==> config.mk <==
export PLATFORM = sky130hd
export DESIGN_NAME = dsp_mac_pipe
export DESIGN_NICKNAME = d
export VERILOG_FILES = /design/src/rtl/dsp_mac_pipe.sv
export SDC_FILE = /design/constraint.sdc
export NUM_CORES = 1
export LEC_CHECK = 0
export CORE_UTILIZATION = 47
export DETAILED_ROUTE_END_ITERATION = 10
export PLACE_DENSITY_LB_ADDON = 0.2
export RECOVER_POWER = 100
export SLEW_MARGIN = 10
export SYNTH_ARGS = -nofsm -noshare
export SYNTH_HDL_FRONTEND = slang
export SYNTH_SLANG_ARGS = --single-unit
==> constraint.sdc <==
create_clock -name clk -period 8.14 [get_ports clk]
set_input_delay 2.035 -clock clk [delete_from_list [all_inputs] [get_ports clk]]
set_output_delay 2.035 -clock clk [all_outputs]
set_load 0.02 [all_outputs]
==> src/rtl/dsp_mac_pipe.sv <==
// dsp_mac_pipe
//   Signed multiply-accumulate stage with a configurable product pipeline.
//   Each accepted beat forms i*c. The product travels through PIPE_DEPTH
//   registers and is then summed into the running frame accumulator. The
//   frame total is emitted on `o` when the beat flagged in_last is summed.
//   The code is behavioural so that the multiplier, the pipeline registers
//   and the accumulator can all map into a single DSP slice.
//
// Parameters
//   DATA_W      width of i and c (signed)
//   ACC_W       accumulator / result width, >= 2*DATA_W
//   PIPE_DEPTH  product registers between input and accumulator (0..4)
//
// Optional build macro
//   DSP_MAC_SAT_EN  defined   : accumulation saturates, ovf is a sticky flag
//                   undefined : accumulation wraps mod 2^ACC_W, ovf = 0
//
// Ports
//   clk, rst             clock, asynchronous active-high reset
//   in_valid/in_ready    input handshake
//   i, c, in_last        sample, coefficient, end-of-frame marker
//   out_valid/out_ready  output handshake
//   o                    completed frame sum
//   busy                 frame open, beat in flight or result pending
//   ovf                  sticky saturation flag
module dsp_mac_pipe #(
  parameter int unsigned DATA_W     = 16,
  parameter int unsigned ACC_W      = 48,
  parameter int unsigned PIPE_DEPTH = 2
) (
  input  logic                     clk,
  input  logic                     rst,
  input  logic                     in_valid,
  output logic                     in_ready,
  input  logic signed [DATA_W-1:0] i,
  input  logic signed [DATA_W-1:0] c,
  input  logic                     in_last,
  output logic                     out_valid,
  input  logic                     out_ready,
  output logic signed [ACC_W-1:0]  o,
  output logic                     busy,
  output logic                     ovf
);

  typedef enum logic {
    S_IDLE,
    S_ACCUM
  } state_t;

  state_t r_state;
  state_t w_state_nxt;

  logic                    w_advance;
  logic                    w_accept;
  logic signed [2*DATA_W-1:0] w_i_ext;
  logic signed [2*DATA_W-1:0] w_c_ext;
  logic signed [2*DATA_W-1:0] w_mul;
  logic signed [ACC_W-1:0] w_prod;

  // Product as seen by the accumulator stage
  logic                    w_av;
  logic signed [ACC_W-1:0] w_ad;
  logic                    w_al;
  logic                    w_pipe_busy;

  logic signed [ACC_W-1:0] r_acc;
  logic signed [ACC_W-1:0] r_o;
  logic                    r_out_valid;

  logic                    w_load;
  logic                    w_emit;
  logic signed [ACC_W-1:0] w_sum;
  logic signed [ACC_W-1:0] w_add_res;

  // The whole stage stalls only while a finished result waits downstream
  assign w_advance = !(r_out_valid && !out_ready);
  assign in_ready  = w_advance;
  assign w_accept  = in_valid && w_advance;

  assign w_i_ext = {{DATA_W{i[DATA_W-1]}}, i};
  assign w_c_ext = {{DATA_W{c[DATA_W-1]}}, c};
  assign w_mul   = w_i_ext * w_c_ext;
  assign w_prod  = ACC_W'(w_mul);

  generate
    if (PIPE_DEPTH == 0) begin : g_comb
      assign w_av        = w_accept;
      assign w_ad        = w_prod;
      assign w_al        = in_last;
      assign w_pipe_busy = 1'b0;
    end else begin : g_pipe
      logic [PIPE_DEPTH-1:0]   r_pv;
      logic [PIPE_DEPTH-1:0]   r_pl;
      logic signed [ACC_W-1:0] r_pd [PIPE_DEPTH];

      always_ff @(posedge clk or posedge rst) begin
        if (rst) begin
          r_pv <= '0;
          r_pl <= '0;
          for (int unsigned k = 0; k < PIPE_DEPTH; k++) begin
            r_pd[k] <= '0;
          end
        end else if (w_advance) begin
          r_pv[0] <= w_accept;
          r_pl[0] <= in_last;
          r_pd[0] <= w_prod;
          for (int unsigned k = 1; k < PIPE_DEPTH; k++) begin
            r_pv[k] <= r_pv[k-1];
            r_pl[k] <= r_pl[k-1];
            r_pd[k] <= r_pd[k-1];
          end
        end
      end

      assign w_av        = r_pv[PIPE_DEPTH-1];
      assign w_ad        = r_pd[PIPE_DEPTH-1];
      assign w_al        = r_pl[PIPE_DEPTH-1];
      assign w_pipe_busy = |r_pv;
    end
  endgenerate

`ifdef DSP_MAC_SAT_EN
  localparam logic signed [ACC_W-1:0] ACC_MAX = {1'b0, {(ACC_W-1){1'b1}}};
  localparam logic signed [ACC_W-1:0] ACC_MIN = {1'b1, {(ACC_W-1){1'b0}}};

  logic signed [ACC_W-1:0] w_raw;
  logic                    w_add_ovf;
  logic                    r_ovf;

  // Signed overflow: both operands share a sign the raw sum does not have
  always_comb begin
    w_raw     = r_acc + w_ad;
    w_add_ovf = (r_acc[ACC_W-1] == w_ad[ACC_W-1]) &&
                (w_raw[ACC_W-1] != r_acc[ACC_W-1]);
    w_add_res = w_raw;
    if (w_add_ovf) begin
      w_add_res = r_acc[ACC_W-1] ? ACC_MIN : ACC_MAX;
    end
  end

  always_ff @(posedge clk or posedge rst) begin
    if (rst) begin
      r_ovf <= 1'b0;
    end else if (w_load && (r_state == S_ACCUM) && w_add_ovf) begin
      r_ovf <= 1'b1;
    end
  end

  assign ovf = r_ovf;
`else
  assign w_add_res = r_acc + w_ad;
  assign ovf       = 1'b0;
`endif

  always_ff @(posedge clk or posedge rst) begin
    if (rst) begin
      r_state <= S_IDLE;
    end else begin
      r_state <= w_state_nxt;
    end
  end

  always_comb begin
    w_state_nxt = r_state;
    w_load      = 1'b0;
    w_emit      = 1'b0;
    w_sum       = w_ad;
    if (w_advance && w_av) begin
      w_load = 1'b1;
      if (r_state == S_ACCUM) begin
        w_sum = w_add_res;
      end
      if (w_al) begin
        w_emit      = 1'b1;
        w_state_nxt = S_IDLE;
      end else begin
        w_state_nxt = S_ACCUM;
      end
    end
  end

  // A new emit takes priority over the downstream consume on the same edge
  always_ff @(posedge clk or posedge rst) begin
    if (rst) begin
      r_acc       <= '0;
      r_o         <= '0;
      r_out_valid <= 1'b0;
    end else begin
      if (w_load) begin
        r_acc <= w_sum;
      end
      if (w_emit) begin
        r_o         <= w_sum;
        r_out_valid <= 1'b1;
      end else if (out_ready) begin
        r_out_valid <= 1'b0;
      end
    end
  end

  assign o         = r_o;
  assign out_valid = r_out_valid;
  assign busy      = (r_state == S_ACCUM) || w_pipe_busy || r_out_valid;

endmodule

==> impl_metrics.ini, run 1 <==
[final_layout]
antenna_cells = 0
final_common_cell = nand2_1
drive_above_1_share = 0.0681
layout_common_cells = nand2_1 (407), inv_1 (335), fa_1 (263), dfrtp_1 (166), ha_1 (128)
syn2layout_area_growth_pct = 13.9
final_nets = 2722

[worst_setup_path]
slowest_delay_ps = 530
crit_fanout = 7
worstSetupPathType = primary input to register
cp_data_required_time_ps = 8420
cpMaxStageDelayCell = clkdlybuf4s50_1
rrSetupSlack_ps = 3100
worst-endpoint-arrival_ps = 8200
start_kind = primary input
crit_top_cell = fa_1
critPathCaptureType = register

[outcome]
violations = max-capacitance violations, max-slew violations
status = finished with violations

[global_route]
antenna_found_initial = 0
grt_overflow = 0
grt_use_met2 = 0.399
grt_pass1_wl_mm = 76.3
grt_pass1_vias = 15200
grt_util_met3 = 0.0168
use_met1 = 0.307
track_usage = 0.229
grt_max_degree = 98
busiest_layer = met2

[routing]
dr.pass1.iters = 5
drt_iter0_markers = 907
vias = 14900
wirelength_mm = 46.1
remaining_drc_errors = 0
via_per_inst = 5.25
antenna_left = 0
wire_per_inst_um = 16.3

[die]
row_count = 73
die_h_um = 203
core_um2 = 39900
start_util = 0.478
ios = 89
die-area_um2 = 41400
fp.dieW_um = 203

[synth]
syn-num-nets = 2602
ys_seq_area_frac = 0.218
yosys_warnings = 0
synth_top_cell_by_area = fa_1
netlist.area_leader.share = 0.276
syn_inst = 2173
synth_area_leaders = fa_1 (28%), dfrtp_1 (22%), ha_1 (8.5%)
synth_enable_flop_cells = 0
postSynthAreaPerCell_um2 = 8.78
ys_ff_latch = 166
synth_area_um2 = 19100
ys.flop_type = dfrtp_1
synthArstFlopShare = 1.00
yosysUniqueCellTypes = 68

[timing]
final_hold_viol_count = 0
worst_slack_ps = 221
period_minus_slack_ps = 7920
setup_viol = 0
final_max_slew_viol_count = 376
worst_slew_pin_slew_ps = 4330
post-route-period-util = 0.973
clock_skew_ps = 17.5
relSlewSlack = -1.90
fmax_mhz = 126

[place]
dp_slack_ps = -249
place_hpwl_mm = 37.6
port-buffer-count = 87
globalplace.congestion = 0.908

[clocking]
hold_buffers = 0
cts-htree-levels = 4
cts_root_buf = clkbuf_16
clk_latency_ps = 440
clockBufferDepth = 2
cts_buffers = 17
clk_pin_slew_ps = 70
clock_sinks = 166
cts_tree = yes

[worst_hold_path]
hold_class = register to register

[job]
maxCapViolCount = 6
## layer usage
metal / vias to the layer above / wire (µm)
met2: 299 / 23000
met4: 0 / 1070
met5: - / 0
met1: 7376 / 20700
met3: 70 / 1240
li1: 7129 / -
## synth_stat cells (all sizes together) (9+ instances only)
library cell    n
nand2         409
inv           336
fa            263
dfrtp         166
ha            129
and2          128
o21ai         121
a21oi         119
nor2           85
clkbuf         82
xnor2          48
a21o           33
xor2           27
mux2i          19
nand2b         17
a31oi          16
nand3          15
o21a           15
a211oi         14
and3           14
o21bai         12
nand4           9
nor2b           9
## what timing repair did
action / 4_1_cts / 5_1_grt
gates resized for setup: 0 / 20
hold endpoints to repair: 0 / 0
endpoints found under the setup margin: 0 / 4
buffers inserted: 0 / 3
## worst paths after layout
kind,startpoint,endpoint,cells after the start
min in group asynchronous,rst,o[29],2
worst min-delay path,g_pipe.r_pd[71],w_ad[23],2
worst max register to register,out_valid,o[47],10
worst min register to register,g_pipe.r_pd[71],w_ad[23],2
max in group asynchronous,rst,o[28],3
worst max-delay path,c[6],g_pipe.r_pd[78],25
## worst max-delay path, delay by kind of cell
kind / cells / cell delay [ps]
adder cells (fa/ha/maj): 7 / 3190
buffers and inverters: 7 / 1080
AND/OR/NAND/NOR: 2 / 250
AO/OA/AOI/OAI: 9 / 1670
## metrics by stage
stage               instances  utilization  setup TNS [ps]  hold slack [ps]  area [µm²]
floorplan                2173            -               0              439       19100
global placement         2796        0.528            -413              455       21100
detailed placement       2796        0.528           -1230              460       21100
CTS                      2828        0.543               0              474       21700
global route             2831        0.544           -66.1              489       21700
finish                   2831        0.544               0              467       21700
## registers in the layout, indices dropped and copies added, names as in the netlist
signal and count:
g_pipe.r_pl 2, w_ad 32, r_state 1, g_pipe.r_pd 32, out_valid 1, g_pipe.r_pv 2, r_acc 48, o 48
## area by class of cell
cell class | count | area, µm²
fillers | 3695 | 18200
multi-input cells | 1581 | 13400
flip-flops and latches | 166 | 4150
repair buffers | 191 | 1680
inverters | 336 | 1260
well taps | 525 | 657
clock buffers | 17 | 425
clock inverters | 15 | 180
## cell families after synthesis
kind of cell,synth area share
flip-flops,0.218
other,0.000197
adder cells (fa/ha/maj),0.361
AO/OA/AOI/OAI,0.125
buffers and inverters,0.0841
multiplexers,0.0111
XOR/XNOR,0.0344
AND/OR/NAND/NOR,0.167
Power of run 1 is not shown: default switching activity piles up to over one toggle a cycle in this logic, so the estimate is an artifact.
==> run 2, diff against run 1 <==
--- a/config.mk
+++ b/config.mk
@@ -6,6 +6,7 @@
 export NUM_CORES = 1
 export LEC_CHECK = 0
 export CORE_UTILIZATION = 47
+export CTS_CLUSTER_SIZE = 28
 export DETAILED_ROUTE_END_ITERATION = 10
 export PLACE_DENSITY_LB_ADDON = 0.2
 export RECOVER_POWER = 100
==> constraint.sdc (replaced) <==
create_clock -name clk -period 8.14 [get_ports clk]
set_input_delay 1.628 -clock clk [delete_from_list [all_inputs] [get_ports clk]]
set_output_delay 1.628 -clock clk [all_outputs]
set_load 0.02 [all_outputs]
==> run 2 against run 1 <==
Effect of this change: critical path depth is 5 lower; utilization is 1.2 points lower; cell count is 2.0% lower; via count is 1.4% lower; sequential cell count stayed put; sequential share of layout area is 0.44 points higher; die area stayed put; the flow still finishes with violations (max-capacitance violations, max-slew violations); final area is 2.3% lower; non-clock buffer count is 58 lower; worst setup slack better by 170 ps; first-iteration DRC count is 20% lower.
==> impl_metrics.ini, run 2 (synthesized netlist as in run 1, its figures left out) <==
[global_route]
grt_overflow = 0
track_usage = 0.229
grt_max_degree = 107
grt_pass1_vias = 15200
antenna_found_initial = 0
grt_pass1_wl_mm = 75.8

[routing]
wl_met1_mm = 20.1
drt_iter0_markers = 724
highest_layer = met4
vias = 14700
wl_met2_mm = 22.6
dr.pass1.iters = 5
wirelength_mm = 45.3
wire_per_inst_um = 16.3
antenna_left = 0
remaining_drc_errors = 0
wl_met3_mm = 1.46
via_per_inst = 5.29

[timing]
post-route-period-util = 0.952
relSlewSlack = -2.15
setup_viol = 0
period_minus_slack_ps = 7750
clock_skew_ps = 9.80
fin_tns_setup_ps = 0
worst_slew_pin_slew_ps = 4700
final_max_slew_viol_count = 382
grt_setup_unrepaired = false
fmax_mhz = 129
final_hold_viol_count = 0

[final_layout]
final_common_cell = nand2_1
regArea_um2 = 4150
drive_above_1_share = 0.0418
antenna_cells = 0
final_nets = 2664
layout_common_cells = nand2_1 (408), inv_1 (335), fa_1 (263), dfrtp_1 (166), ha_1 (129)
multi_input_area_um2 = 13300
syn2layout_area_growth_pct = 11.3
fillers = 3733

[worst_setup_path]
rrSetupSlack_ps = 2120
r2r-start = out_valid
critPathCaptureType = register
crit_buf_inv = 4
cp_data_required_time_ps = 8460
slowest_delay_ps = 800
worst-endpoint-arrival_ps = 8070
worstSetupPathType = primary input to register
ff2ff_path_depth = 12
crit_chain = dlygate4sd3_1, nand2_1, fa_1, fa_1, fa_1, inv_1, fa_1, fa_1, inv_1, fa_1, inv_1, ha_1, a211oi_2, nor3b_1, a21oi_1, o41ai_2, o21bai_1, a21o_1, a311o_1, o311ai_1
cpMaxStageDelayCell = dlygate4sd3_1
crit_fanout = 9
cp_top_family = adder cells
start_kind = primary input
crit_top_cell = fa_1
reg2reg_to = o[47]

[clocking]
cts-htree-levels = 4
cts-resized-gates = 0
cts_tree = yes
clk_latency_ps = 430
hold_buffers = 0
cts_buffers = 17
clockBufferDepth = 2
cts_root_buf = clkbuf_16
cts_setup_buffers = 0
clock_sinks = 166
clk_pin_slew_ps = 70

[die]
core_um2 = 39900
die-area_um2 = 41400
fp.dieW_um = 203
ios = 89
row_count = 73
die_h_um = 203
start_util = 0.478

[job]
maxCapViolCount = 6

[outcome]
violations = max-capacitance violations, max-slew violations
status = finished with violations

[worst_hold_path]
min_from = g_pipe.r_pd[50]
whs_endpoint = g_pipe.r_pd[50]
hold_class = register to register
holdPathStages = 2

[place]
port-buffer-count = 87
globalplace.congestion = 0.909
place_hpwl_mm = 37.0
run 2: changes by cell type in the layout (fill, tap and decap cells not counted), sizes merged, moves of 3 or more:
cell / delta
inv: -3
dlymetal6s2s: -9
clkdlybuf4s50: +8
buf: -58
bufinv: +3
run 2: worst max path at each step:
stage	startpoint	end	cells after the start
final	c[1]	g_pipe.r_pd[78]	20
after global routing	i[3]	g_pipe.r_pd[77]	23
after CTS	c[1]	g_pipe.r_pd[78]	20
after detailed placement	c[1]	g_pipe.r_pd[78]	20
after global placement	i[7]	g_pipe.r_pd[78]	22
after floorplan	i[12]	g_pipe.r_pd[78]	20
run 2: metal layers:
metal  GRT usage  up-vias
li1            -     7001
met1       0.300     7292
met2       0.397      294
met3      0.0227       75
met4      0.0768        0
met5           0        -
run 2: cell type report:
cell class,count,share of cell area
Multi-Input combinational cell,1581,0.628
Sequential cell,166,0.196
Inverter,336,0.0595
Timing Repair Buffer,133,0.0560
Tap cell,525,0.0309
Clock buffer,17,0.0200
Clock inverter,15,0.0104
run 2: tightest hold or removal path, cell delays in order, from the launching register on:
cell     delay, ps
dfrtp_1        340
nand2_1         50
nand2_1         50
run 2: through the flow:
| stage | hold slack [ps] | cells | utilization | cell area, µm² | setup slack [ps] |
|---|---|---|---|---|---|
| after floorplan | 439 | 2173 | - | 19100 | 881 |
| after global placement | 457 | 2741 | 0.517 | 20600 | 188 |
| after detailed placement | 456 | 2741 | 0.517 | 20600 | 11.7 |
| after CTS | 472 | 2773 | 0.533 | 21300 | 464 |
| after global routing | 489 | 2773 | 0.532 | 21200 | 117 |
| final | 468 | 2773 | 0.532 | 21200 | 391 |
Power of run 2 is left out for the same reason.
==> run 3, diff against run 2 <==
--- a/config.mk
+++ b/config.mk
@@ -8,9 +8,9 @@
 export CORE_UTILIZATION = 47
 export CTS_CLUSTER_SIZE = 28
 export DETAILED_ROUTE_END_ITERATION = 10
-export PLACE_DENSITY_LB_ADDON = 0.2
+export PLACE_DENSITY = 0.67
 export RECOVER_POWER = 100
-export SLEW_MARGIN = 10
+export SLEW_MARGIN = 20
 export SYNTH_ARGS = -nofsm -noshare
 export SYNTH_HDL_FRONTEND = slang
 export SYNTH_SLANG_ARGS = --single-unit
==> run 3 against run 2 <==
Effect of this change: the run still ends with max-capacitance violations, max-slew violations left; cell count unchanged; count of clock-buffer cells in the layout increased by 1; maximum frequency about the same; critical path type unchanged; critical endpoint unchanged.
==> impl_metrics.ini, run 3 (synthesized netlist as in run 1, its figures left out) <==
[timing]
fin_tns_setup_ps = 0
relSlewSlack = -1.79
final_hold_viol_count = 0
clock_skew_ps = 19.2
setup_viol = 0
worst_slew_pin_slew_ps = 4160
fmax_mhz = 129
final_max_slew_viol_count = 345
grt_setup_unrepaired = false
period_minus_slack_ps = 7740
post-route-period-util = 0.951

[job]
maxCapViolCount = 5

[clocking]
cts_setup_buffers = 0
clk_pin_slew_ps = 70
cts-resized-gates = 0
cts_root_buf = clkbuf_16
clock_sinks = 166
cts_tree = yes
clockBufferDepth = 2
cts-htree-levels = 4
hold_buffers = 0
cts_buffers = 17
clk_latency_ps = 450

[worst_setup_path]
cp_data_required_time_ps = 8470
critPathCaptureType = register
worstSetupPathType = primary input to register
ff2ff_path_depth = 9
reg2reg_to = r_acc[29]
worst-endpoint-arrival_ps = 8070
crit_fanout = 11
start_kind = primary input
critPathLaunch = c[2]
rrSetupSlack_ps = 2180
r2r-start = out_valid

[final_layout]
final_common_cell = nand2_1
layout_common_cells = nand2_1 (409), inv_1 (335), fa_1 (263), dfrtp_1 (166), ha_1 (129)
fillers = 3689
drive_above_1_share = 0.0409
final_nets = 2664
antenna_cells = 0
syn2layout_area_growth_pct = 11.1

[routing]
via_per_inst = 5.31
dr.pass1.iters = 6
vias = 14700
wirelength_mm = 45.1
antenna_left = 0
drt_iter0_markers = 887
wire_per_inst_um = 16.3
remaining_drc_errors = 0

[global_route]
grt_pass1_wl_mm = 75.6
grt_overflow = 0
grt_max_degree = 94
antenna_found_initial = 0
track_usage = 0.229
grt_pass1_vias = 15100

[worst_hold_path]
min_from = g_pipe.r_pd[77]
whs_endpoint = w_ad[29]
holdPathStages = 2
hold_class = register to register

[die]
core_um2 = 39900
fp.dieW_um = 203
start_util = 0.478
row_count = 73
die_h_um = 203
ios = 89
die-area_um2 = 41400

[outcome]
violations = max-capacitance violations, max-slew violations
status = finished with violations

[place]
port-buffer-count = 87
globalplace.congestion = 0.918
place_hpwl_mm = 36.6
[run 3: stage by stage]
step | worst slack, ps | util | instances | hold WS [ps] | area (µm²)
final | 396 | 0.531 | 2773 | 470 | 21200
after global routing | 139 | 0.531 | 2773 | 494 | 21200
after CTS | 539 | 0.532 | 2773 | 472 | 21300
after detailed placement | 73.9 | 0.517 | 2741 | 458 | 20600
after global placement | 190 | 0.517 | 2741 | 458 | 20600
after floorplan | 881 | - | 2173 | 439 | 19100
[run 3: layout make-up]
type                    count  area (µm²)  area share
well taps                 525         657      0.0310
inverters                 336        1260      0.0596
flip-flops and latches    166        4150       0.196
multi-input cells        1581       13300       0.628
clock inverters            14         193     0.00909
clock buffers              18         429      0.0203
repair buffers            133        1190      0.0564
[run 3: worst max-delay path by stage]
stage / slack, ps / endpoint / cells past startpoint
floorplan: 880 / g_pipe.r_pd[78] / 20
global placement: 190 / g_pipe.r_pd[78] / 22
detailed placement: 70 / g_pipe.r_pd[78] / 24
CTS: 540 / g_pipe.r_pd[78] / 23
global route: 140 / g_pipe.r_pd[78] / 21
finish: 400 / g_pipe.r_pd[78] / 21
[run 3: per-layer routing]
layer,global-route usage,share of wire
met2,0.393,0.50
met5,0,0
met4,0.0736,0.026
met1,0.302,0.44
met3,0.0244,0.039
[run 3: worst max-delay path: stages]
cell and delay, ps:
dlygate4sd3_1 840, nand2_1 160, fa_1 520, fa_1 570, fa_1 440, fa_1 540, inv_1 50, fa_1 470
inv_1 50, fa_1 470, inv_1 40, ha_1 310, a21oi_1 140, o21ai_0 140, nor3b_1 200, a21oi_1 130
o41ai_2 310, o21bai_1 120, a21o_1 220, a311o_1 380, o311ai_0 320
Power of run 3 is left out for the same reason.
